## config.mk

```make
export PLATFORM = sky130hd
export DESIGN_NAME = change_dispenser
export DESIGN_NICKNAME = d
export VERILOG_FILES = /design/src/rtl/vend_pkg.sv /design/src/rtl/coin_inventory.sv /design/src/rtl/change_dispenser.sv
export SDC_FILE = /design/constraint.sdc
export NUM_CORES = 1
export LEC_CHECK = 0
export ABC_AREA = 1
export BUFFER_PORTS_ARGS = -buffer_cell sky130_fd_sc_hd__buf_2
export CAP_MARGIN = 20
export CORE_MARGIN = 8
export CORE_UTILIZATION = 55
export CTS_BUF_LIST = sky130_fd_sc_hd__clkbuf_4
export DETAILED_ROUTE_END_ITERATION = 8
export GPL_TIMING_DRIVEN = 1
export PLACE_DENSITY = 0.8
export RECOVER_POWER = 25
export SETUP_SLACK_MARGIN = 0.4
export SYNTH_ARGS = -nofsm -noshare
export SYNTH_HDL_FRONTEND = slang
export SYNTH_SLANG_ARGS = --single-unit
```

## constraint.sdc

```tcl
create_clock -name clock -period 2.4 [get_ports clock]
set_input_delay 0.48 -clock clock [delete_from_list [all_inputs] [get_ports clock]]
set_output_delay 0.48 -clock clock [all_outputs]
set_load 0.005 [all_outputs]
```

## src/rtl/vend_pkg.sv

```systemverilog
// Shared vending-machine definitions: coin codes, unit values, payout FSM
// states and coin helper functions. Imported by the change dispenser and
// by the vending controller.
package vend_pkg;

    localparam int unsigned CODE_W    = 3;
    localparam int unsigned UNIT_W    = 3;
    localparam int unsigned NUM_DENOM = 3;

    // Coin codes as seen on the hopper interface.
    localparam logic [CODE_W-1:0] COIN_NONE   = 3'b000;
    localparam logic [CODE_W-1:0] COIN_TEN    = 3'b001;
    localparam logic [CODE_W-1:0] COIN_TWENTY = 3'b010;
    localparam logic [CODE_W-1:0] COIN_FIFTY  = 3'b101;

    // Coin values in units of 10.
    localparam logic [UNIT_W-1:0] UNITS_TEN    = 3'd1;
    localparam logic [UNIT_W-1:0] UNITS_TWENTY = 3'd2;
    localparam logic [UNIT_W-1:0] UNITS_FIFTY  = 3'd5;

    // Slot of each denomination in inventory arrays.
    localparam int unsigned IDX_TEN    = 0;
    localparam int unsigned IDX_TWENTY = 1;
    localparam int unsigned IDX_FIFTY  = 2;

    typedef enum logic [1:0] {
        DISP_IDLE,
        DISP_SELECT,
        DISP_ISSUE,
        DISP_DONE
    } disp_state_e;

    // One coin movement out of the hopper.
    typedef struct packed {
        logic              valid;
        logic [CODE_W-1:0] code;
    } coin_evt_t;

    // Coin code -> value in units of 10; unknown codes are worth nothing.
    function automatic logic [UNIT_W-1:0] coin_value(input logic [CODE_W-1:0] code);
        logic [UNIT_W-1:0] val;
        case (code)
            COIN_TEN:    val = UNITS_TEN;
            COIN_TWENTY: val = UNITS_TWENTY;
            COIN_FIFTY:  val = UNITS_FIFTY;
            default:     val = '0;
        endcase
        return val;
    endfunction

    // Inventory slot -> coin code.
    function automatic logic [CODE_W-1:0] denom_code(input int unsigned idx);
        logic [CODE_W-1:0] code;
        case (idx)
            IDX_TEN:    code = COIN_TEN;
            IDX_TWENTY: code = COIN_TWENTY;
            IDX_FIFTY:  code = COIN_FIFTY;
            default:    code = COIN_NONE;
        endcase
        return code;
    endfunction

endpackage

```

## src/rtl/coin_inventory.sv

```systemverilog
// Per-denomination hopper inventory: three saturating counters that take a
// refill (any code, invalid codes ignored) and a single-coin decrement in
// the same cycle, applying the net change.
//   clock, reset               : clock, synchronous active-high reset
//   refill_valid/code/count    : add count coins of code
//   dec                        : one coin of dec.code left the hopper
//   count                      : current inventory, slot order TEN/TWENTY/FIFTY
//   nonzero_c                  : per-slot count != 0, for coin selection
module coin_inventory
    import vend_pkg::*;
#(
    parameter int unsigned INV_W    = 6,
    parameter int unsigned INV_INIT = 10
) (
    input  logic                               clock,
    input  logic                               reset,
    input  logic                               refill_valid,
    input  logic [CODE_W-1:0]                  refill_code,
    input  logic [INV_W-1:0]                   refill_count,
    input  coin_evt_t                          dec,
    output logic [NUM_DENOM-1:0][INV_W-1:0]    count,
    output logic [NUM_DENOM-1:0]               nonzero_c
);

    localparam int unsigned SUM_W = INV_W + 1;

    logic [SUM_W-1:0]                 sum [NUM_DENOM];
    logic [NUM_DENOM-1:0][INV_W-1:0]  count_next;

    // Net update per slot at one extra bit; the carry bit means saturate.
    always_comb begin
        count_next = count;
        for (int unsigned i = 0; i < NUM_DENOM; i++) begin
            sum[i] = {1'b0, count[i]};
            if (refill_valid && (refill_code == denom_code(i))) begin
                sum[i] = sum[i] + {1'b0, refill_count};
            end
            // Selection only picks slots with coins, so this never wraps.
            if (dec.valid && (dec.code == denom_code(i)) && (sum[i] != '0)) begin
                sum[i] = sum[i] - SUM_W'(1);
            end
            count_next[i] = sum[i][INV_W] ? '1 : sum[i][INV_W-1:0];
        end
    end

    always_ff @(posedge clock) begin
        if (reset) begin
            count <= {NUM_DENOM{INV_W'(INV_INIT)}};
        end else begin
            count <= count_next;
        end
    end

    always_comb begin
        nonzero_c = '0;
        for (int unsigned i = 0; i < NUM_DENOM; i++) begin
            nonzero_c[i] = (count[i] != '0);
        end
    end

endmodule

```

## src/rtl/change_dispenser.sv

```systemverilog
// Change payout engine: takes a change amount, pays it greedily one coin at
// a time through the hopper handshake, tracks inventory and reports the
// unpaid remainder and sticky hopper timeouts.
//   clock, reset                      : clock, synchronous active-high reset
//   req_valid/req_ready/req_amount    : change request (accepted in IDLE)
//   coin_valid/coin_code/coin_ack     : hopper eject handshake
//   refill_valid/code/count           : inventory refill strobe
//   done/done_short                   : end-of-payout pulse and remainder
//   fault                             : sticky ack-timeout flag
//   inv_10/inv_20/inv_50              : current inventory per denomination
module change_dispenser
    import vend_pkg::*;
#(
    parameter int unsigned AMT_W       = 5,
    parameter int unsigned INV_W       = 6,
    parameter int unsigned INV_INIT    = 10,
    parameter int unsigned ACK_TIMEOUT = 16
) (
    input  logic              clock,
    input  logic              reset,
    input  logic              req_valid,
    output logic              req_ready,
    input  logic [AMT_W-1:0]  req_amount,
    output logic              coin_valid,
    output logic [2:0]        coin_code,
    input  logic              coin_ack,
    input  logic              refill_valid,
    input  logic [2:0]        refill_code,
    input  logic [INV_W-1:0]  refill_count,
    output logic              done,
    output logic [AMT_W-1:0]  done_short,
    output logic              fault,
    output logic [INV_W-1:0]  inv_10,
    output logic [INV_W-1:0]  inv_20,
    output logic [INV_W-1:0]  inv_50
);

    localparam int unsigned TMR_W = (ACK_TIMEOUT > 1) ? $clog2(ACK_TIMEOUT) : 1;
    localparam logic [TMR_W-1:0] TMR_LAST = TMR_W'(ACK_TIMEOUT - 1);

    disp_state_e       state, state_next;
    logic [AMT_W-1:0]  remaining, remaining_next;
    logic [TMR_W-1:0]  timer, timer_next;
    logic [CODE_W-1:0] cur_code, cur_code_next;
    logic              fault_next;
    logic              req_ready_next;
    logic              coin_valid_next;
    logic [CODE_W-1:0] coin_code_next;
    logic              done_next;
    logic [AMT_W-1:0]  done_short_next;

    logic                             pick_ok_c;
    logic [CODE_W-1:0]                pick_code_c;
    coin_evt_t                        dec_evt;
    logic [NUM_DENOM-1:0][INV_W-1:0]  inv_count;
    logic [NUM_DENOM-1:0]             inv_nz_c;

    coin_inventory #(
        .INV_W    (INV_W),
        .INV_INIT (INV_INIT)
    ) u_inventory (
        .clock        (clock),
        .reset        (reset),
        .refill_valid (refill_valid),
        .refill_code  (refill_code),
        .refill_count (refill_count),
        .dec          (dec_evt),
        .count        (inv_count),
        .nonzero_c    (inv_nz_c)
    );

    assign inv_10 = inv_count[IDX_TEN];
    assign inv_20 = inv_count[IDX_TWENTY];
    assign inv_50 = inv_count[IDX_FIFTY];

    // Greedy pick: largest coin that fits the remainder and is in stock.
    always_comb begin
        pick_ok_c   = 1'b1;
        pick_code_c = COIN_NONE;
        if ((remaining >= AMT_W'(UNITS_FIFTY)) && inv_nz_c[IDX_FIFTY]) begin
            pick_code_c = COIN_FIFTY;
        end else if ((remaining >= AMT_W'(UNITS_TWENTY)) && inv_nz_c[IDX_TWENTY]) begin
            pick_code_c = COIN_TWENTY;
        end else if ((remaining >= AMT_W'(UNITS_TEN)) && inv_nz_c[IDX_TEN]) begin
            pick_code_c = COIN_TEN;
        end else begin
            pick_ok_c = 1'b0;
        end
    end

    // Next-state, datapath and registered-output decode.
    always_comb begin
        state_next      = state;
        remaining_next  = remaining;
        timer_next      = timer;
        cur_code_next   = cur_code;
        fault_next      = fault;
        dec_evt         = '{valid: 1'b0, code: cur_code};

        case (state)
            DISP_IDLE: begin
                if (req_valid) begin
                    remaining_next = req_amount;
                    state_next     = DISP_SELECT;
                end
            end
            DISP_SELECT: begin
                timer_next = '0;
                if (remaining == '0) begin
                    state_next = DISP_DONE;
                end else if (pick_ok_c) begin
                    cur_code_next = pick_code_c;
                    state_next    = DISP_ISSUE;
                end else begin
                    state_next = DISP_DONE;
                end
            end
            DISP_ISSUE: begin
                // An ack on the last timer cycle still counts as delivered.
                if (coin_ack) begin
                    dec_evt.valid  = 1'b1;
                    remaining_next = remaining - AMT_W'(coin_value(cur_code));
                    timer_next     = '0;
                    state_next     = DISP_SELECT;
                end else if (timer == TMR_LAST) begin
                    fault_next = 1'b1;
                    timer_next = '0;
                    state_next = DISP_DONE;
                end else begin
                    timer_next = timer + TMR_W'(1);
                end
            end
            DISP_DONE: begin
                remaining_next = '0;
                state_next     = DISP_IDLE;
            end
            default: begin
                state_next = DISP_IDLE;
            end
        endcase

        // Outputs are decoded from the next state so they register in step
        // with the state. Entering DONE never changes remaining, so the
        // current remainder is the shortfall.
        req_ready_next  = (state_next == DISP_IDLE);
        coin_valid_next = (state_next == DISP_ISSUE);
        coin_code_next  = coin_valid_next ? cur_code_next : COIN_NONE;
        done_next       = (state_next == DISP_DONE);
        done_short_next = done_next ? remaining : '0;
    end

    always_ff @(posedge clock) begin
        if (reset) begin
            state      <= DISP_IDLE;
            remaining  <= '0;
            timer      <= '0;
            cur_code   <= COIN_NONE;
            fault      <= 1'b0;
            req_ready  <= 1'b1;
            coin_valid <= 1'b0;
            coin_code  <= COIN_NONE;
            done       <= 1'b0;
            done_short <= '0;
        end else begin
            state      <= state_next;
            remaining  <= remaining_next;
            timer      <= timer_next;
            cur_code   <= cur_code_next;
            fault      <= fault_next;
            req_ready  <= req_ready_next;
            coin_valid <= coin_valid_next;
            coin_code  <= coin_code_next;
            done       <= done_next;
            done_short <= done_short_next;
        end
    end

endmodule

```

==> results of run 1 <==
-- what timing repair did --
action | in CTS | in global routing
pin swaps | 7 | 27
setup buffers | 4 | 4
endpoints found under the setup margin | 25 | 30
gates resized for setup | 23 | 78
-- power breakdown --
| group | switching (mW) | internal (mW) | total, mW | leakage [nW] |
|---|---|---|---|---|
| Combinational | 0.452 | 0.309 | 0.761 | 2.09 |
| Clock | 0.237 | 0.213 | 0.449 | 0.0403 |
| Sequential | 0.0515 | 0.786 | 0.838 | 0.361 |
| Total | 0.740 | 1.31 | 2.05 | 2.49 |
-- synth_stat cells --
cell type  instances  area, um2
a21oi_1           23        115
or2_1              1       6.26
clkbuf_8           1       13.8
nor2_2             5       31.3
o211ai_1           1       7.51
o21ai_0           16       80.1
xnor2_1            4       35.0
inv_4              2       12.5
ha_1              33        413
nand4_1           12       75.1
a211oi_1           2       15.0
or2_2              6       37.5
o22ai_1            1       6.26
o21bai_1           1       7.51
nand2_1          159        597
xor2_1             9       78.8
nor3_1             5       25.0
nand2_4            4       45.0
dfxtp_1           44        881
fa_1               4       80.1
o21a_1             2       15.0
clkbuf_1           1       3.75
nor2_1            70        263
nand3_2            5       50.1
o31ai_1            1       7.51
nand3_1           55        275
a221oi_1           3       26.3
nand2_2           12       75.1
nor2_4             5       56.3
inv_2              4       15.0
inv_1             92        345
nor4_1             1       6.26
-- cell families after synthesis --
group / after synthesis / synth area share (%)
xor+xnor: 13 / 3.08
fa+ha+maj: 37 / 13.3
compound gates: 50 / 7.57
flops: 44 / 23.8
simple gates: 340 / 41.7
buf+inv: 100 / 10.5
-- through the flow --
stage          cells  TNS, ns  power, mW
4_1_cts          764        0       1.98
3_3_place_gp     752    -2.48       1.50
2_1_floorplan    584        0       1.32
6_report         768        0       2.05
3_5_place_dp     752    -4.08       1.53
5_1_grt          768   -0.119       2.18
-- worst min-delay path, stage by stage --
cell and delay (ns):
buf_2 0.07, a21oi_1 0.05, a21oi_1 0.13
-- final timing paths --
check	startpoint	end	slack (ns)	depth (start not counted)
worst max register to register	u_inventory.count[6]$_SDFF_PP0_	u_inventory.count[8]$_SDFF_PP0_	0.03	15
worst max-delay path	u_inventory.count[6]$_SDFF_PP0_	u_inventory.count[8]$_SDFF_PP0_	0.03	15
worst min-delay path	req_amount[1]	remaining[1]$_SDFFE_PP0P_	0.42	3
worst min register to register	fault$_SDFFE_PP0P_	fault$_SDFFE_PP0P_	0.48	2
-- cell type report --
type	instances	area (um2)
Multi-Input combinational cell	440	2750
Clock inverter	3	37.5
Sequential cell	44	893
Inverter	98	388
Tap cell	80	100
Clock buffer	5	37.5
Fill cell	535	1830
Timing Repair Buffer	98	608
-- state kept, by name, summed over array words and instances, names as in the netlist --
signal and flops:
coin_valid 1, cur_code 3, remaining 5, coin_code 3, req_ready 1, fault 1
done 1, state 2, timer 4, u_inventory.count 18, done_short 5
-- routing by layer --
layer	routed length (um)	up-vias	GRT usage [%]	share of wire (%)
met5	0	-	0	0
met4	255	0	7.55	2.4
met3	489	25	3.20	4.5
met2	5390	132	36.3	50
met1	4660	1855	24.8	43
li1	-	2056	-	-
-- cell usage in the layout, fill, tap and decap left out, types with 3 or more instances in the layout --
cell      count
nand2_1     145
inv_1        79
nor2_1       57
nand3_1      51
buf_4        49
buf_2        39
dfxtp_1      38
a21oi_1      22
ha_1         21
nand2_2      20
inv_2        15
o21ai_0      13
nor2_2       12
nand4_1      12
nor2_4       11
clkbuf_1      9
nand3_2       8
xor2_1        8
ha_4          8
nand2_4       7
or2_2         6
clkbuf_4      5
xnor2_1       4
ha_2          4
dfxtp_2       4
nor3_1        3
o21ai_1       3
a221oi_1      3
nand2_8       3
fa_2          3
==> reports/results.txt, run 1 <==
Status: finished, final reports clean
Clk root buf: clkbuf_4
Post-DP HPWL: 8.11 mm
Die Y: 98.0 um
Global route total overflow: 0
Maximum clock rate: 422 MHz
Worst setup SP type: flop
Vias per inst: 5.30
RD Place Congestion: 0.930
Final worst-path setup slack: 0.0283 ns
DRT antenna net count: 0
Syn nets: 640
Residual DRC count: 0
CP max FO: 4
Syn. warnings: 0
Post-synthesis cell type count: 32
Total number of vias: 4,068
Max_slew headroom: 64.9%
DIE AREA: 9610 um2
Peak VDD IR: 0.000401 V
Core Area: 6640 um2
Final Slew Violations: 0
Total wire length: 10.8 mm
Largest net degree at the start of global routing: 24
Worst slew pin tran: 0.527 ns
Slowest cell on the critical path: fa_2
Placed Area: 4360 um2
P per Cell Area: 425 nW/um2
Initial antenna violation count: 0
Pre-CTS setup slack: -0.318 ns
WP data arrival: 2.61 ns
Worst-Skew Late Latency: 0.36 ns
CP delay by family, top: adder cells
Post-Synthesis Cell Area: 3700 um2
Critical Path Max Stage Delay: 0.51 ns
All-Layer GR Usage: 20.7%
Critical path type: reg2reg
CTS Sinks: 44
Worst EP required: 2.64 ns
Area growth syn-to-layout: 30.1%
N_diodes: 0
Leak: 2.49 nW
Critical path, cell by cell: ha_4 > inv_2 > fa_2 > inv_1 > o21a_1 > inv_2 > buf_4 > ha_4 > nand3_1 > nand2_1 > nand2_2 > nand2_8 > nand2_8 > nor2_4 > nor2_1
CTS tree: done
I/O pin total: 49
Final period utilization: 98.8%
Final hold vios: 0
Die Wd: 98.0 um
Port bufs: 48
Row cnt: 30
RSZ-0062 raised after global routing: yes
CTS max path bufs: 2
Vias in the first global route: 3,810
Final Core Density: 72.5%
Initial Util: 55.7%
WHS: 0.417 ns
Reg clk slew, reported paths: 0.13 ns
Layout cells sized above 1: 30.1%
Cts hold-fix bufs: 0
Min cycle time layout: 2.37 ns
Worst Setup End Kind: flop
Max-cap violations: 0
Wirelength per Cell: 14.1 um
Post-Syn Area per Cell: 6.34 um2
Design Area, Final: 4810 um2
Cells after Synth: 584
Fin nets: 743
Layout Skew: 0.00893 ns
Register area share after synthesis: 23.8%
TritonCTS buffer count: 5
# setup viols final: 0
Max H-tree Level: 2
DR pass1 iterations: 4
Critical path buffers and inverters: 4
First-pass GRT wire length: 16.8 mm
Worst Hold Class: in2reg
DRT iter0 DRCs: 264
Synth Register Bits: 44
Power figures use the tool's default switching activity.
==> run 2: changes to the inputs <==
- clock period: 2.4 -> 2 ns (I/O delays scaled with it)
==> run 2 against run 1 <==
Against the previous run:
- the run now ends with negative setup slack left
- combinational power up 45%
- maximum frequency down 0.42%
- sequential cell count unchanged
- critical path type unchanged
- clock skew down 0.0052 ns
==> reports/results.txt, run 2 (same netlist as run 1, synthesis figures left out) <==
Status: finished, violations left
Failing checks: negative setup slack
Row cnt: 30 (unchanged)
Leak: 2.72 nW (+9.4%)
Sum Neg Setup Slack: -5.73 ns (-5.73 ns)
First-pass GRT wire length: 17.7 mm (+5.2%)
Pre-CTS setup slack: -0.557 ns (-0.239 ns)
All-Layer GR Usage: 21.8% (+1.1 points)
Residual DRC count: 0 (unchanged)
Initial antenna violation count: 0 (unchanged)
Portion of total power attributed to combinational logic: 41.6% (+4.4 points)
DRT iter0 DRCs: 344 (+30%)
P per Cell Area: 507 nW/um2 (+19%)
Max-cap violations: 0 (unchanged)
Number of flip-flops under the largest register name: 18 (unchanged)
Placed cell count: 785 (+4.4%)
Final worst-path setup slack: -0.382 ns (-0.410 ns)
Worst EP required: 2.23 ns (-0.41 ns)
Cts hold-fix bufs: 0 (unchanged)
Layout cells sized above 1: 37.7% (+7.6 points)
Die Wd: 98.0 um (unchanged)
Commonest non-fill, non-tap cell in the layout: nand2_1
I/O pin total: 49 (unchanged)
Initial Util: 55.7% (unchanged)
Vias in the first global route: 4,154 (+9.0%)
Largest net degree at the start of global routing: 24 (unchanged)
Vias per inst: 5.45 (+2.9%)
Worst r2r src: u_inventory.count[0]$_SDFF_PP0_
Sequential share of power: 38.0% (-2.9 points)
Final period utilization: 119% (+20 points)
# setup viols final: 22 (+22)
Peak VDD IR: 0.000524 V (+31%)
Clk root buf: clkbuf_4
Post-Layout Cell Count: 810 (+5.5%)
Worst slew pin tran: 0.526 ns (-0.000220 ns)
DR pass1 iterations: 4 (unchanged)
Total wire length: 11.8 mm (+9.3%)
Reg with most FFs: u_inventory.count
Max H-tree Level: 2 (unchanged)
DIE AREA: 9610 um2 (unchanged)
Cell internal pwr: 1.69 mW (+29%)
Final hold vios: 0 (unchanged)
DRT antenna net count: 0 (unchanged)
Top flop regs: u_inventory.count (18), done_short (5), remaining (5)
CP max FO: 8 (+4)
WP data arrival: 2.61 ns (about the same)
P_sw: 956 uW (+29%)
Port bufs: 48 (unchanged)
Final Slew Violations: 0 (unchanged)
Die Y: 98.0 um (unchanged)
N_diodes: 0 (unchanged)
Area growth syn-to-layout: 41.0%
Reg clk slew, reported paths: 0.12 ns (about the same)
Worst Setup End Kind: flop
Total number of vias: 4,416 (+8.6%)
Layout Skew: 0.00375 ns (-0.00518 ns)
Worst Hold Class: in2reg
Maximum clock rate: 420 MHz (-0.42%)
Worst setup SP type: flop
Post-DP HPWL: 8.28 mm (+2.2%)
CTS Sinks: 44 (unchanged)
TritonCTS buffer count: 5 (unchanged)
Switching Fraction: 36.1% (-0.037 points)
Min cycle time layout: 2.38 ns (+0.0101 ns)
RSZ-0062 raised after global routing: yes
Clock power share: 20.4% (-1.5 points)
Placed Area: 4650 um2 (+6.7%)
Launch point of the worst path: u_inventory.count[0]$_SDFF_PP0_
CTS max path bufs: 2 (unchanged)
Most frequent cells in the layout: 139 x nand2_1, 85 x buf_4, 75 x inv_1
Hold path startpoint: req_amount[1]
Fin nets: 785 (+5.7%)
Global route total overflow: 0 (unchanged)
Wirelength per Cell: 14.6 um (+3.6%)
Critical path type: reg2reg
Worst-Skew Late Latency: 0.35 ns (about the same)
CTS tree: done
RD Place Congestion: 0.929 (about the same)
Design Area, Final: 5220 um2 (+8.4%)
Core Area: 6640 um2 (unchanged)
Max_slew headroom: 64.9% (about the same)
run 2: cell count changes in the layout (fill, tap and decap cells not counted), moves of 3 or more:
cell	previous run	this run
buf_4	49	85
buf_6	1	7
dfxtp_1	38	33
dfxtp_2	4	7
inv_1	79	75
inv_2	15	19
nand2_1	145	139
nand2_2	20	25
nand3_2	8	11
run 2: power groups by stage:
stage               clock network, mW  logic [mW]  registers, mW
floorplan                           0       0.601           1.01
global placement                    0       0.872           1.01
global route                    0.587        1.21           1.01
detailed placement                  0       0.910           1.02
CTS                             0.557       0.983          0.999
finish                          0.540        1.10           1.00
run 2: per-layer routing:
metal / routed length, um / part of all wire (%) / vias to the layer above / track usage [%]
li1: - / - / 2134 / -
met1: 4740 / 40 / 2048 / 25.1
met2: 5960 / 51 / 186 / 39.3
met3: 610 / 5.2 / 48 / 3.06
met4: 484 / 4.1 / 0 / 8.87
met5: 0 / 0 / - / 0
run 2: path summary, 6_finish.rpt:
path,end,slack (ns),cells after the start
worst min-delay path,remaining[1]$_SDFFE_PP0P_,0.34,3
worst min register to register,fault$_SDFFE_PP0P_,0.49,2
worst max register to register,u_inventory.count[4]$_SDFF_PP0_,-0.38,17
worst max-delay path,u_inventory.count[4]$_SDFF_PP0_,-0.38,17
run 2: worst max-delay path, cell delays in order, from the launching register on:
cell	delay, ns
dfxtp_4	0.38
ha_4	0.14
inv_2	0.04
fa_2	0.52
inv_2	0.04
nand2_2	0.07
nand2_4	0.06
inv_2	0.06
ha_2	0.15
inv_1	0.04
nor2_1	0.11
nand3_2	0.11
nand2_4	0.13
inv_6	0.06
nand2_4	0.08
nand2_4	0.08
nor2_1	0.13
nor2_1	0.07
run 2: per-stage QoR:
step / utilization (%) / total power [mW] / hold slack, ns
2_1_floorplan: - / 1.62 / 0.464
3_3_place_gp: 69.9 / 1.89 / 0.453
3_5_place_dp: 69.9 / 1.92 / 0.473
4_1_cts: 74.9 / 2.54 / 0.333
5_1_grt: 78.5 / 2.81 / 0.353
6_report: 78.5 / 2.65 / 0.342
run 2: layout make-up:
cell class,count,area [um2]
flip-flops and latches,44,905
well taps,80,100
fillers,419,1430
repair buffers,140,948
multi-input cells,440,2800
clock buffers,5,37.5
clock inverters,3,42.5
inverters,98,385
run 2: what timing repair did:
action | CTS | global route
hold endpoints to repair | 0 | 0
buffers inserted | 9 | 8
pin swaps | 13 | 31
endpoints found under the setup margin | 34 | 35
gates cloned | 0 | 0
gates resized for setup | 53 | 62
